<file path="config.mk">
export PLATFORM = sky130hd
export DESIGN_NAME = seq_pattern_tx
export DESIGN_NICKNAME = d
export VERILOG_FILES = /design/src/rtl/seq_pkg.sv /design/src/rtl/seq_pattern_tx.sv
export SDC_FILE = /design/constraint.sdc
export NUM_CORES = 1
export LEC_CHECK = 0
export ABC_AREA = 1
export ABC_CLOCK_PERIOD_IN_PS = 1900
export BUFFER_PORTS_ARGS = -buffer_cell sky130_fd_sc_hd__buf_2
export CAP_MARGIN = 20
export CORE_MARGIN = 1.5
export CORE_UTILIZATION = 58
export CTS_CLUSTER_SIZE = 16
export DETAILED_ROUTE_END_ITERATION = 16
export GPL_TIMING_DRIVEN = 0
export MAX_ROUTING_LAYER = met4
export PLACE_DENSITY = 0.89
export SYNTH_ARGS = -nofsm -noshare
export SYNTH_HDL_FRONTEND = slang
export SYNTH_SLANG_ARGS = --single-unit
</file>
<file path="constraint.sdc">
create_clock -name clk -period 1.9 [get_ports clk]
set_input_delay 0.19 -clock clk [delete_from_list [all_inputs] [get_ports clk]]
set_output_delay 0.19 -clock clk [all_outputs]
set_load 0.02 [all_outputs]
</file>
<file path="src/rtl/seq_pkg.sv">
// seq_pkg: shared FSM state encodings and bit-order constant for seq_pattern_tx
package seq_pkg;
    typedef enum logic [1:0] {
        IDLE     = 2'b00,
        SHIFT    = 2'b01,
        GAP_WAIT = 2'b10,
        DONE     = 2'b11
    } state_t;
    localparam bit MSB_FIRST = 1'b1;
endpackage

</file>
<file path="src/rtl/seq_pattern_tx.sv">
// seq_pattern_tx: serialises pattern[len:0] MSB-first, rpt+1 times, GAP idle cycles between repeats
//   clk, rst_n (async active-low) | start, abort, pattern, len, rpt in | d_out, valid, busy, done out (all registered)
module seq_pattern_tx
    import seq_pkg::*;
#(
    parameter int WIDTH = 16,
    parameter int GAP   = 0,
    localparam int LW   = $clog2(WIDTH)
) (
    input  logic             clk,
    input  logic             rst_n,
    input  logic             start,
    input  logic             abort,
    input  logic [WIDTH-1:0] pattern,
    input  logic [LW-1:0]    len,
    input  logic [3:0]       rpt,
    output logic             d_out,
    output logic             valid,
    output logic             busy,
    output logic             done
);
    state_t           state;
    logic [WIDTH-1:0] pat_r;
    logic [LW-1:0]    len_r;
    logic [LW-1:0]    idx;
    logic [LW-1:0]    idx_dn;
    logic [3:0]       rep;
    logic [3:0]       gcnt;

    assign idx_dn = MSB_FIRST ? idx - 1'b1 : idx + 1'b1;

    // idx is the index of the bit currently on d_out; the next bit is loaded on the same edge
    always_ff @(posedge clk or negedge rst_n) begin
        if (!rst_n) begin
            state <= IDLE;
            pat_r <= '0;
            len_r <= '0;
            idx   <= '0;
            rep   <= '0;
            gcnt  <= '0;
            d_out <= 1'b0;
            valid <= 1'b0;
            busy  <= 1'b0;
            done  <= 1'b0;
        end else begin
            case (state)
                IDLE: begin
                    d_out <= 1'b0;
                    valid <= 1'b0;
                    busy  <= 1'b0;
                    done  <= 1'b0;
                    if (start && !abort) begin
                        state <= SHIFT;
                        pat_r <= pattern;
                        len_r <= len;
                        rep   <= rpt;
                        idx   <= len;
                        d_out <= pattern[len];
                        valid <= 1'b1;
                        busy  <= 1'b1;
                    end
                end
                SHIFT: begin
                    if (abort) begin
                        state <= IDLE;
                        d_out <= 1'b0;
                        valid <= 1'b0;
                        busy  <= 1'b0;
                    end else if (idx == '0) begin
                        if (rep == 4'd0) begin
                            state <= DONE;
                            d_out <= 1'b0;
                            valid <= 1'b0;
                            done  <= 1'b1;
                        end else begin
                            rep <= rep - 4'd1;
                            if (GAP > 0) begin
                                state <= GAP_WAIT;
                                gcnt  <= 4'(GAP - 1);
                                d_out <= 1'b0;
                                valid <= 1'b0;
                            end else begin
                                idx   <= len_r;
                                d_out <= pat_r[len_r];
                            end
                        end
                    end else begin
                        idx   <= idx_dn;
                        d_out <= pat_r[idx_dn];
                    end
                end
                GAP_WAIT: begin
                    if (abort) begin
                        state <= IDLE;
                        d_out <= 1'b0;
                        valid <= 1'b0;
                        busy  <= 1'b0;
                    end else if (gcnt == 4'd0) begin
                        state <= SHIFT;
                        idx   <= len_r;
                        d_out <= pat_r[len_r];
                        valid <= 1'b1;
                    end else begin
                        gcnt <= gcnt - 4'd1;
                    end
                end
                default: begin
                    state <= IDLE;
                    d_out <= 1'b0;
                    valid <= 1'b0;
                    busy  <= 1'b0;
                    done  <= 1'b0;
                end
            endcase
        end
    end
endmodule

</file>
# Word-level counts from Yosys, hierarchy flattened
# Index checks and enable logic that the tools add are counted.
# word_totals
in_bits,28
output_inout_bits,4
word_cells,94
regBits,38
# classes
reduce_logical,16
n_eq_ne,14
addsub,3
mux,45
n_lt_le_gt_ge,3
bitwise_logic,3
# op_table
op,n
2-to-1 mux 4 bit,10
2-to-1 mux 1 bit,19
less-than comparator 4 x 5 -> 1 bit (second input constant),3
!= test 2 bit (second input constant),7
binary-select mux 1 bit (select 4 bit),3
logical NOT 4 bit,3
2-to-1 mux 2 bit,6
!= test 3 bit (second input constant),4
one-hot mux 4 bit (3 select lines),1
subtractor 4 x 1 -> 4 bit (second input constant),3
one-hot mux 4 bit (2 select lines),1
AND reduction 4 bit,2
one-hot mux 1 bit (3 select lines),2
one-hot mux 2 bit (3 select lines),1
AND reduction 3 bit,2
AND reduction 6 bit,1
AND reduction 5 bit,1
one-hot mux 1 bit (2 select lines),2
inverter 1 bit,3
nonzero test 3 bit,1
== test 2 x 1 -> 1 bit (second input constant),1
== test 2 bit (second input constant),1
logical NOT 2 bit,1
!= test 2 x 1 -> 1 bit (second input constant),1
5 further kinds,5

# Depth between registers and ports, before layout
# Gate-level depths: netlist (run 1).
# depth
word_depth,6
ltp_mapped,12
depth_no_buf,11

# Worst setup path before layout (run 1)
# OpenSTA, ideal clock, no wires.
# synth_timing
path_type,reg-to-reg
from,register idx[0]
to,register d_out
setup_time_ps,116
synth_period_minus_slack_ps,1673
stages_incl_launch_ff,13
setup_slack_ps,227
required_ps,1784
path_buffers,2
arrival_ps,1557
path_cell_list,dfrtp_1 buf_4 inv_2 buf_4 ha_1 inv_1 nand3_1 nand3_1 nand3_1 nand3b_1 nand3_1 nand2_1 nand2_1
# synth_between
elab_chain_len,6
elab_cells_between_ends,7
classes_between,add/sub: 1; mux: 5; reduce/logical: 1
# synth_rtl
element,line_no,source
start: declaration,seq_pattern_tx.sv:25,logic [LW-1:0] idx;
start signal: assignment,seq_pattern_tx.sv:57,idx <= len;
start signal: assignment,seq_pattern_tx.sv:83,idx <= len_r;
start signal: assignment,seq_pattern_tx.sv:88,idx <= idx_dn;
subtractor 4 x 1 -> 4 bit,seq_pattern_tx.sv:30,assign idx_dn = MSB_FIRST ? idx - 1'b1 : idx + 1'b1;
binary-select mux 1 bit (select 4 bit),seq_pattern_tx.sv:89,d_out <= pat_r[idx_dn];
2-to-1 mux 1 bit (not written as such),seq_pattern_tx.sv:89,
2-to-1 mux 1 bit (*),seq_pattern_tx.sv:69,end else if (idx == '0) begin
2-to-1 mux 1 bit (*),seq_pattern_tx.sv:64,if (abort) begin
one-hot mux 1 bit (3 select lines) (*),seq_pattern_tx.sv:46,case (state)
end signal: assignment,seq_pattern_tx.sv:58,d_out <= pattern[len];
end signal: assignment,seq_pattern_tx.sv:89,
end signal: assignment,seq_pattern_tx.sv:101,d_out <= pat_r[len_r];
end: declaration,seq_pattern_tx.sv:17,"output logic d_out,"
# Mark *: on every way between the ends. The rest lies on a longest branch, timed or not. The select of a mux whose other input is x is not followed.
# A chain may end at the register's enable or synchronous reset.

# Final worst setup path (run 1)
# layout_timing
from,register idx[0]
to,register idx[0]
# layout_between
elab_chain_len,4
elab_cells_between_ends,7
classes_between,add/sub: 1; eq/ne: 1; mux: 3; reduce/logical: 2
# layout_rtl
element,line_no
subtractor 4 x 1 -> 4 bit or logical NOT 4 bit (tied branches),"seq_pattern_tx.sv:30, seq_pattern_tx.sv:69"
2-to-1 mux 4 bit,seq_pattern_tx.sv:69
2-to-1 mux 4 bit,seq_pattern_tx.sv:64
one-hot mux 4 bit (3 select lines),seq_pattern_tx.sv:46
# Parallel ways exist; a longest one is shown, timed or not. The select of a mux whose other input is x is not followed.

==> flow_summary.json, run 1 <==
{
  "ioPinCount": 32,
  "syn_to_final_growth_pct": 16.2,
  "totalWireLength_um": 6030,
  "dr.pass1.iters": 6,
  "critPathCaptureType": "register",
  "slew_viol_final": 0,
  "fin_tns_setup_ns": 0,
  "fin_skew_ns": 0.00669,
  "hpwl_um": 4390,
  "antenna_found_initial": 0,
  "peakVddDrop_uv": 871,
  "synthSimpleGateAreaFrac": 0.303,
  "portBuffers": 31,
  "yosysUniqueCellTypes": 33,
  "drive_gt1_frac": 0.191,
  "path_class": "register to register",
  "grt_first_pass_wirelength_um": 9980,
  "yosys-mux-area-fraction": 0,
  "fin_crit_ns": 1.80,
  "antenna_cells": 0,
  "h-tree-depth": 2,
  "final_core_util": 0.716,
  "yosysTopAreaCellShare": 0.380,
  "relSlewSlack": 0.433,
  "setup_violations": 0,
  "multiInputGateArea_sq_mm": 0.00131,
  "synthFlopType": "dfrtp_1",
  "wl_per_cell_um": 13.8,
  "netlist_instances": 347,
  "clock_latency_ns": 0.30,
  "maxCapViolCount": 0,
  "std_cell_rows": 23,
  "cts_tree": "built",
  "hold_class": "input port to async pin",
  "ant_nets": 0,
  "grt-ovfl-total": 0,
  "synth_nets": 384,
  "hold_buffers": 0,
  "vias": 2378,
  "nets": 424,
  "synth-adder-area-share": 0.0450,
  "p_per_area_mw_per_mm2": 1780,
  "synth.avg_cell_area_sq_um": 7.20,
  "p_leak_nw": 1.50,
  "tightestPinTransition_ns": 0.851,
  "final.period_utilization": 0.948,
  "gp_congestion": 0.947,
  "seq_area_frac_synth": 0.380,
  "synth-compound-area-share": 0.138,
  "finalHoldViolations": 19,
  "yosysWarningCount": 0,
  "grt_max_degree": 39,
  "cts_buffers": 5,
  "cts-root-buf": "clkbuf_8",
  "timing.fmax_ghz": 0.555,
  "die_x_um": 68.7,
  "coreArea_sq_mm": 0.00406,
  "drt_iter0_drc": 186,
  "num-fill-cells": 317,
  "grt.total_usage": 0.296,
  "clk_pin_slew_ns": 0.08,
  "synth-seq-cells": 38,
  "yosys.area.top_type": "dfrtp_1",
  "synth-edff-count": 0,
  "failed_checks": "hold timing",
  "regArea_sq_um": 951,
  "grt_pass1_vias": 2186,
  "hold_ws_ns": -0.00963,
  "crit_fanout": 10,
  "ys_async_sr_fraction": 1.00,
  "via_per_inst": 5.43,
  "start_util": 0.616,
  "cp-start-kind": "register",
  "synth_top_family_by_area": "simple AND/OR/NAND/NOR gates",
  "status": "finished, violations left",
  "cts_buffer_depth": 2,
  "clkSinkCount": 38,
  "synth_area_sq_mm": 0.00250,
  "rsz0062_at_grt": "false",
  "dieArea_sq_mm": 0.00471,
  "synth_area_leaders": "dfrtp_1 (38%), nand2_1 (15%), nand3_1 (8.0%), inv_1 (7.1%), o21ai_0 (5.0%)",
  "worst_ep_arrival_time_ns": 2.02,
  "drc": 0,
  "crit_required_ns": 2.12,
  "die_y_um": 68.7,
  "synth_xor_area_frac": 0.0280
}
## Yosys cell counts (all sizes together), types with 2 or more instances
cell type  number
o21ai          42
dfrtp          38
ha              9
xnor2           3
clkbuf          2
inv            51
nand3          42
buf             8
a21oi          11
nand2         105
nand3b          2
xor2            5
nor2           21
o221ai          2
## routing by layer
| layer | vias to the layer above | share of wire | wire length [um] | global-route usage |
|---|---|---|---|---|
| li1 | 1197 | - | - | - |
| met1 | 1075 | 0.45 | 2710 | 0.409 |
| met2 | 90 | 0.47 | 2840 | 0.441 |
| met3 | 16 | 0.058 | 349 | 0.0471 |
| met4 | 0 | 0.021 | 127 | 0.105 |
| met5 | - | 0 | 0 | - |
## repair_timing
action	in CTS	in global routing
endpoints found under the hold margin	0	0
buffers inserted	0	2
resized for setup	3	7
pin swaps	0	1
setup endpoints to repair	1	12
## where the power goes
| part | switching, mW | internal [mW] |
|---|---|---|
| Sequential | 0.277 | 1.19 |
| Clock | 0.309 | 0.526 |
| Combinational | 1.75 | 1.10 |
| Total | 2.34 | 2.82 |
## cell usage in the layout (no fill, tap or decap), drive strengths merged
cell type  netlist  layout
inv             51      51
ha               9       9
clkbuf           2       7
clkinv           0       1
nand3b           2       2
nor2            21      21
o22ai            1       1
a32oi            1       1
xor2             5       5
a21oi           11      11
o311ai           1       1
nand3           42      42
xnor2            3       3
nand2          105     105
dfrtp           38      38
o21ai           42      42
a21o             1       1
bufinv           0       2
o221ai           2       2
buf              8      41
nor4             1       1
o211ai           1       1
## per-stage QoR
step | power [mW] | instance area (sq um) | hold WS (ns) | cells | setup WS (ns)
floorplan | 3.46 | 2500 | -0.106 | 347 | 0.227
CTS | 5.02 | 2870 | 0.0281 | 436 | 0.0690
finish | 5.16 | 2900 | -0.00963 | 438 | 0.0994
detailed placement | 4.10 | 2720 | 0.347 | 428 | -0.108
global placement | 4.01 | 2720 | 0.328 | 428 | -0.0977
global route | 5.55 | 2900 | 0.0690 | 438 | 0.0302
## final cells by class
type | count | share of cell area
Inverter | 51 | 0.0676
Multi-Input combinational cell | 248 | 0.450
Tap cell | 50 | 0.0215
Sequential cell | 38 | 0.327
Clock buffer | 5 | 0.0237
Buffer | 10 | 0.0271
Clock inverter | 3 | 0.0237
Timing Repair Buffer | 33 | 0.0586
## cell families (layout without fill, tap and decap cells)
logic type      count (synthesis)  after routing
buf+inv                        61            102
simple gates                  171            171
fa+ha+maj                       9              9
flops                          38             38
compound gates                 60             60
xor+xnor                        8              8
## flip-flops by register name, summed over array words and instances, names as in the netlist
signal	flops
pat_r	16
busy	1
rep	4
gcnt	4
idx	4
d_out	1
state	2
valid	1
done	1
len_r	4
## final timing paths
| check | start | endpoint | slack (ns) | depth (start not counted) |
|---|---|---|---|---|
| max in group asynchronous | rst_n | rep[1]$_DFFE_PN0P_ | 1.38 | 1 |
| min in group clk | pattern[0] | pat_r[0]$_DFFE_PN0P_ | 0.11 | 3 |
| hold / removal | rst_n | len_r[0]$_DFFE_PN0P_ | -0.01 | 1 |
| setup / recovery | idx[0]$_DFFE_PN0P_ | idx[0]$_DFFE_PN0P_ | 0.1 | 11 |
| setup reg to reg | idx[0]$_DFFE_PN0P_ | idx[0]$_DFFE_PN0P_ | 0.1 | 11 |
| hold reg to reg | gcnt[3]$_DFFE_PN0P_ | gcnt[3]$_DFFE_PN0P_ | 0.48 | 1 |
## worst max-delay path: stages (launching register included)
cell     delay (ns)
dfrtp_1        0.32
buf_4          0.17
inv_2          0.06
buf_8          0.12
ha_1           0.22
nand2_4        0.12
nor2_1         0.07
a21oi_2        0.13
nand3_2        0.15
a21oi_1        0.16
nand2_1        0.09
o21ai_1        0.10
Power figures use the tool's default switching activity.
==> run 2: changes to the inputs <==
--- a/config.mk
+++ b/config.mk
@@ -11,11 +11,11 @@
 export CAP_MARGIN = 20
 export CORE_MARGIN = 1.5
 export CORE_UTILIZATION = 58
-export CTS_CLUSTER_SIZE = 16
+export CTS_CLUSTER_SIZE = 10
 export DETAILED_ROUTE_END_ITERATION = 16
 export GPL_TIMING_DRIVEN = 0
 export MAX_ROUTING_LAYER = met4
-export PLACE_DENSITY = 0.89
+export PLACE_DENSITY = 0.77
 export SYNTH_ARGS = -nofsm -noshare
 export SYNTH_HDL_FRONTEND = slang
 export SYNTH_SLANG_ARGS = --single-unit
==> run 2 against run 1 <==
Effect of this change: the run now ends clean; final area decreased by 1.2%; via count increased by 1.6%; clock-buffer cell count increased by 2; hold slack improved by 0.012 ns; global-route usage increased by 0.21 points; combinational power increased by 1%; sequential share of layout area increased by 0.39 points; critical endpoint is now idx[1]$_DFFE_PN0P_; largest power group unchanged.
==> flow_summary.json, run 2 (same netlist as run 1, synthesis figures left out) <==
{
  "status": "complete, no violations",
  "antenna_cells": 0,
  "grt_pass1_vias": 2205,
  "die_x_um": 68.7,
  "critPathLaunch": "idx[0]$_DFFE_PN0P_",
  "drc": 0,
  "crit_fanout": 10,
  "start_util": 0.616,
  "vias": 2416,
  "cp-start-kind": "register",
  "die_y_um": 68.7,
  "h-tree-depth": 2,
  "ioPinCount": 32,
  "rsz0062_at_grt": "false",
  "via_per_inst": 5.50,
  "drive_gt1_frac": 0.193,
  "place_inst": 428,
  "fin_crit_ns": 1.79,
  "hold_buffers": 0,
  "timing.fmax_ghz": 0.560,
  "mostFrequentLayoutCell": "nand2_1",
  "peakVddDrop_uv": 853,
  "top_register": "pat_r",
  "relSlewSlack": 0.427,
  "dp_slack_ns": -0.163,
  "portBuffers": 31,
  "cts_tree": "built",
  "grt-ovfl-total": 0,
  "setup_violations": 0,
  "path_class": "register to register",
  "cts_buffer_depth": 2,
  "dr.pass1.iters": 5,
  "tightestPinTransition_ns": 0.859,
  "ant_nets": 0,
  "cts-root-buf": "clkbuf_8",
  "final_core_util": 0.707,
  "grt_max_degree": 39,
  "r2r_start": "idx[0]$_DFFE_PN0P_",
  "num-fill-cells": 352,
  "hold_class": "input port to async pin",
  "grt.total_usage": 0.298,
  "cts_buffers": 5,
  "coreArea_sq_mm": 0.00406,
  "gp_congestion": 0.978,
  "slew_viol_final": 0,
  "fin_skew_ns": 0.00753,
  "syn_to_final_growth_pct": 14.8,
  "totalWireLength_um": 6140,
  "hpwl_um": 4560,
  "maxCapViolCount": 0,
  "grt_first_pass_wirelength_um": 10100,
  "final_cell_mix": "nand2_1 (99), inv_1 (46), nand3_1 (40)",
  "final.period_utilization": 0.940,
  "p_per_area_mw_per_mm2": 1720,
  "hold_ws_ns": 0.00259,
  "largest_reg_flops": 16,
  "dieArea_sq_mm": 0.00471,
  "setup_ws_ns": 0.115,
  "drt_iter0_drc": 226,
  "antenna_found_initial": 0,
  "std_cell_rows": 23,
  "critPathCaptureType": "register",
  "clock_latency_ns": 0.29,
  "p_leak_nw": 1.49,
  "crit_required_ns": 2.12,
  "finalNonFillerCells": 439,
  "wl_per_cell_um": 14.0,
  "clk_pin_slew_ns": 0.07,
  "clkSinkCount": 38,
  "worst_ep_arrival_time_ns": 2.00,
  "rrSetupSlack_ns": 0.11,
  "finalHoldViolations": 0,
  "nets": 425
}
[run 2: what timing repair did]
action                     in CTS  in global routing
resized for setup               3                 10
buffers inserted                0                  3
setup endpoints to repair       1                 21
[run 2: stage by stage]
step / power (mW) / area (sq um) / setup TNS (ns)
CTS: 4.79 / 2820 / 0
finish: 4.95 / 2870 / 0
global placement: 4.05 / 2720 / -0.143
floorplan: 3.46 / 2500 / 0
detailed placement: 4.14 / 2720 / -0.163
global route: 5.37 / 2870 / 0
[run 2: area by class of cell]
| class | instances | area, sq um | share of cell area |
|---|---|---|---|
| Buffer | 10 | 83.8 | 0.0292 |
| Clock buffer | 7 | 86.3 | 0.0301 |
| Clock inverter | 1 | 5.00 | 0.00174 |
| Inverter | 51 | 196 | 0.0684 |
| Multi-Input combinational cell | 248 | 1310 | 0.456 |
| Sequential cell | 38 | 951 | 0.331 |
| Tap cell | 50 | 62.6 | 0.0218 |
| Timing Repair Buffer | 34 | 178 | 0.0619 |
[run 2: power breakdown]
group | switching (mW) | total [mW] | internal (mW)
Clock | 0.290 | 0.583 | 0.293
Combinational | 1.76 | 2.89 | 1.13
Sequential | 0.285 | 1.48 | 1.19
Total | 2.34 | 4.95 | 2.61
[run 2: per-layer routing]
layer	track usage	up-vias	wire, um
met5	-	-	0
met4	0.0950	0	98
met2	0.460	83	2840
li1	-	1192	-
met3	0.0536	11	377
met1	0.398	1130	2820
[run 2: final timing paths]
path,cells past startpoint,to
max reg2reg,11,idx[1]$_DFFE_PN0P_
max,11,idx[1]$_DFFE_PN0P_
min reg2reg,1,gcnt[3]$_DFFE_PN0P_
max in group asynchronous,1,pat_r[1]$_DFFE_PN0P_
min,1,pat_r[11]$_DFFE_PN0P_
min in group clk,3,pat_r[5]$_DFFE_PN0P_
[run 2: worst max-delay path, cell delays in order (launching register included)]
cell and delay (ns):
dfrtp_1 0.35, buf_6 0.15, inv_2 0.06, buf_8 0.12, ha_1 0.22, nand2_4 0.13, nor2_1 0.07, a21oi_2 0.14
nand3_2 0.14, a21oi_1 0.16, nand2_1 0.08, o21ai_1 0.09
==> run 3: changes to the inputs <==
--- a/config.mk
+++ b/config.mk
@@ -10,12 +10,12 @@
 export BUFFER_PORTS_ARGS = -buffer_cell sky130_fd_sc_hd__buf_2
 export CAP_MARGIN = 20
 export CORE_MARGIN = 1.5
-export CORE_UTILIZATION = 58
+export CORE_UTILIZATION = 40
 export CTS_CLUSTER_SIZE = 10
 export DETAILED_ROUTE_END_ITERATION = 16
 export GPL_TIMING_DRIVEN = 0
 export MAX_ROUTING_LAYER = met4
-export PLACE_DENSITY = 0.77
+export PLACE_DENSITY = 0.56
 export SYNTH_ARGS = -nofsm -noshare
 export SYNTH_HDL_FRONTEND = slang
 export SYNTH_SLANG_ARGS = --single-unit
==> run 3 against run 2 <==
Effect of this change: critical path depth unchanged; largest power group unchanged; sequential power about the same; clock skew up 0.0036 ns.
==> flow_summary.json, run 3 (same netlist as run 1, synthesis figures left out) <==
{
  "status": "complete, no violations",
  "fin_skew_ns": 0.0112,
  "ioPinCount": 32,
  "cp_top_family": "simple AND/OR/NAND/NOR gates",
  "final.period_utilization": 0.937,
  "max_stage_delay_ns": 0.36,
  "gp_congestion": 0.864,
  "std_cell_rows": 28,
  "clkSinkCount": 38,
  "grt.total_usage": 0.219,
  "crit_fanout": 12,
  "cts_buffers": 5,
  "largest_reg_flops": 16,
  "fin_crit_ns": 1.78,
  "cts_tree": "built",
  "totalWireLength_um": 6310,
  "num-fill-cells": 650,
  "crit_required_ns": 2.10,
  "grt-ovfl-total": 0,
  "grt_first_pass_wirelength_um": 10900,
  "drive_gt1_frac": 0.187,
  "dr.pass1.iters": 4,
  "p_per_area_mw_per_mm2": 1690,
  "path_class": "register to register",
  "final_cell_mix": "nand2_1 (99), inv_1 (46), nand3_1 (40)",
  "timing.fmax_ghz": 0.562,
  "path_cells": "buf_4, inv_6, ha_2, inv_2, nand3_1, nand3_1, nand3_1, nand3b_1, nand3_1, nand2_1, nand2_1",
  "worst_ep_arrival_time_ns": 1.98,
  "antenna_cells": 0,
  "mostFrequentLayoutCell": "nand2_1",
  "tightestPinTransition_ns": 0.886,
  "cp-start-kind": "register",
  "fin_tns_setup_ns": 0,
  "cts_buffer_depth": 2,
  "setup_violations": 0,
  "drc": 0,
  "start_util": 0.417,
  "cts-root-buf": "clkbuf_8",
  "cp_common_cell": "nand3_1",
  "top_register": "pat_r",
  "die_x_um": 82.1,
  "critPathCaptureType": "register",
  "clock_latency_ns": 0.30,
  "clk_pin_slew_ns": 0.09,
  "finalHoldViolations": 0,
  "critical-path-slowest-cell": "dfrtp_1",
  "dieArea_sq_mm": 0.00673,
  "peakVddDrop_uv": 678,
  "drt_iter0_drc": 96,
  "slew_viol_final": 0,
  "portBuffers": 31,
  "coreArea_sq_mm": 0.00599,
  "hold_class": "input port to async pin",
  "h-tree-depth": 2,
  "hold_ws_ns": 0.0174,
  "power.total_mw": 4.84,
  "ant_nets": 0,
  "wl_per_cell_um": 13.7,
  "final_core_util": 0.479,
  "cts_setup_buffers": 0,
  "p_leak_nw": 1.45,
  "vias": 2291,
  "cp_num_buf_inv": 3,
  "rsz0062_at_grt": "false",
  "die_y_um": 82.1,
  "via_per_inst": 4.98,
  "hpwl_um": 4750,
  "maxCapViolCount": 0,
  "syn_to_final_growth_pct": 14.9,
  "grt_pass1_vias": 2212,
  "grt_max_degree": 39,
  "antenna_found_initial": 0,
  "nets": 421,
  "relSlewSlack": 0.409
}
==> run 3: cell type report <==
cell class	instances	area, sq um	share of cell area
repair buffers	31	155	0.0540
well taps	75	93.8	0.0327
inverters	51	199	0.0693
flip-flops and latches	38	951	0.331
clock buffers	5	68.8	0.0240
clock inverters	3	45.0	0.0157
plain buffers	9	63.8	0.0222
multi-input cells	248	1290	0.451
==> run 3: path summary, 6_finish.rpt <==
path	from	to	slack (ns)	depth (start not counted)
max	idx[0]$_DFFE_PN0P_	d_out$_DFFE_PN0N_	0.12	11
min	rst_n	pat_r[10]$_DFFE_PN0P_	0.02	1
max reg2reg	idx[0]$_DFFE_PN0P_	d_out$_DFFE_PN0N_	0.12	11
min reg2reg	gcnt[3]$_DFFE_PN0P_	gcnt[3]$_DFFE_PN0P_	0.48	1
max in group asynchronous	rst_n	state[0]$_DFFE_PN0P_	1.33	1
min in group clk	pattern[1]	pat_r[1]$_DFFE_PN0P_	0.12	3
==> run 3: repair_timing <==
| action | CTS | global route |
|---|---|---|
| hold buffers | 0 | 0 |
| endpoints found under the setup margin | 1 | 22 |
| resized for setup | 2 | 7 |
==> run 3: routing by layer <==
metal,share of wire,GRT usage,vias up
met5,0,-,-
met2,0.44,0.322,41
li1,-,-,1179
met4,0.0090,0.0475,0
met1,0.51,0.316,1064
met3,0.039,0.0344,7
==> run 3: stage by stage <==
step	area [sq um]	setup slack, ns	cells
final	2870	0.120	460
after global routing	2870	0.0186	460
after CTS	2860	0.00832	460
after detailed placement	2750	-0.0812	453
after global placement	2750	-0.0761	453
after floorplan	2500	0.227	347
==> run 3: power breakdown <==
part | switching (mW) | internal (mW)
Sequential | 0.282 | 1.19
Combinational | 1.67 | 1.00
Clock | 0.311 | 0.391
Total | 2.26 | 2.58
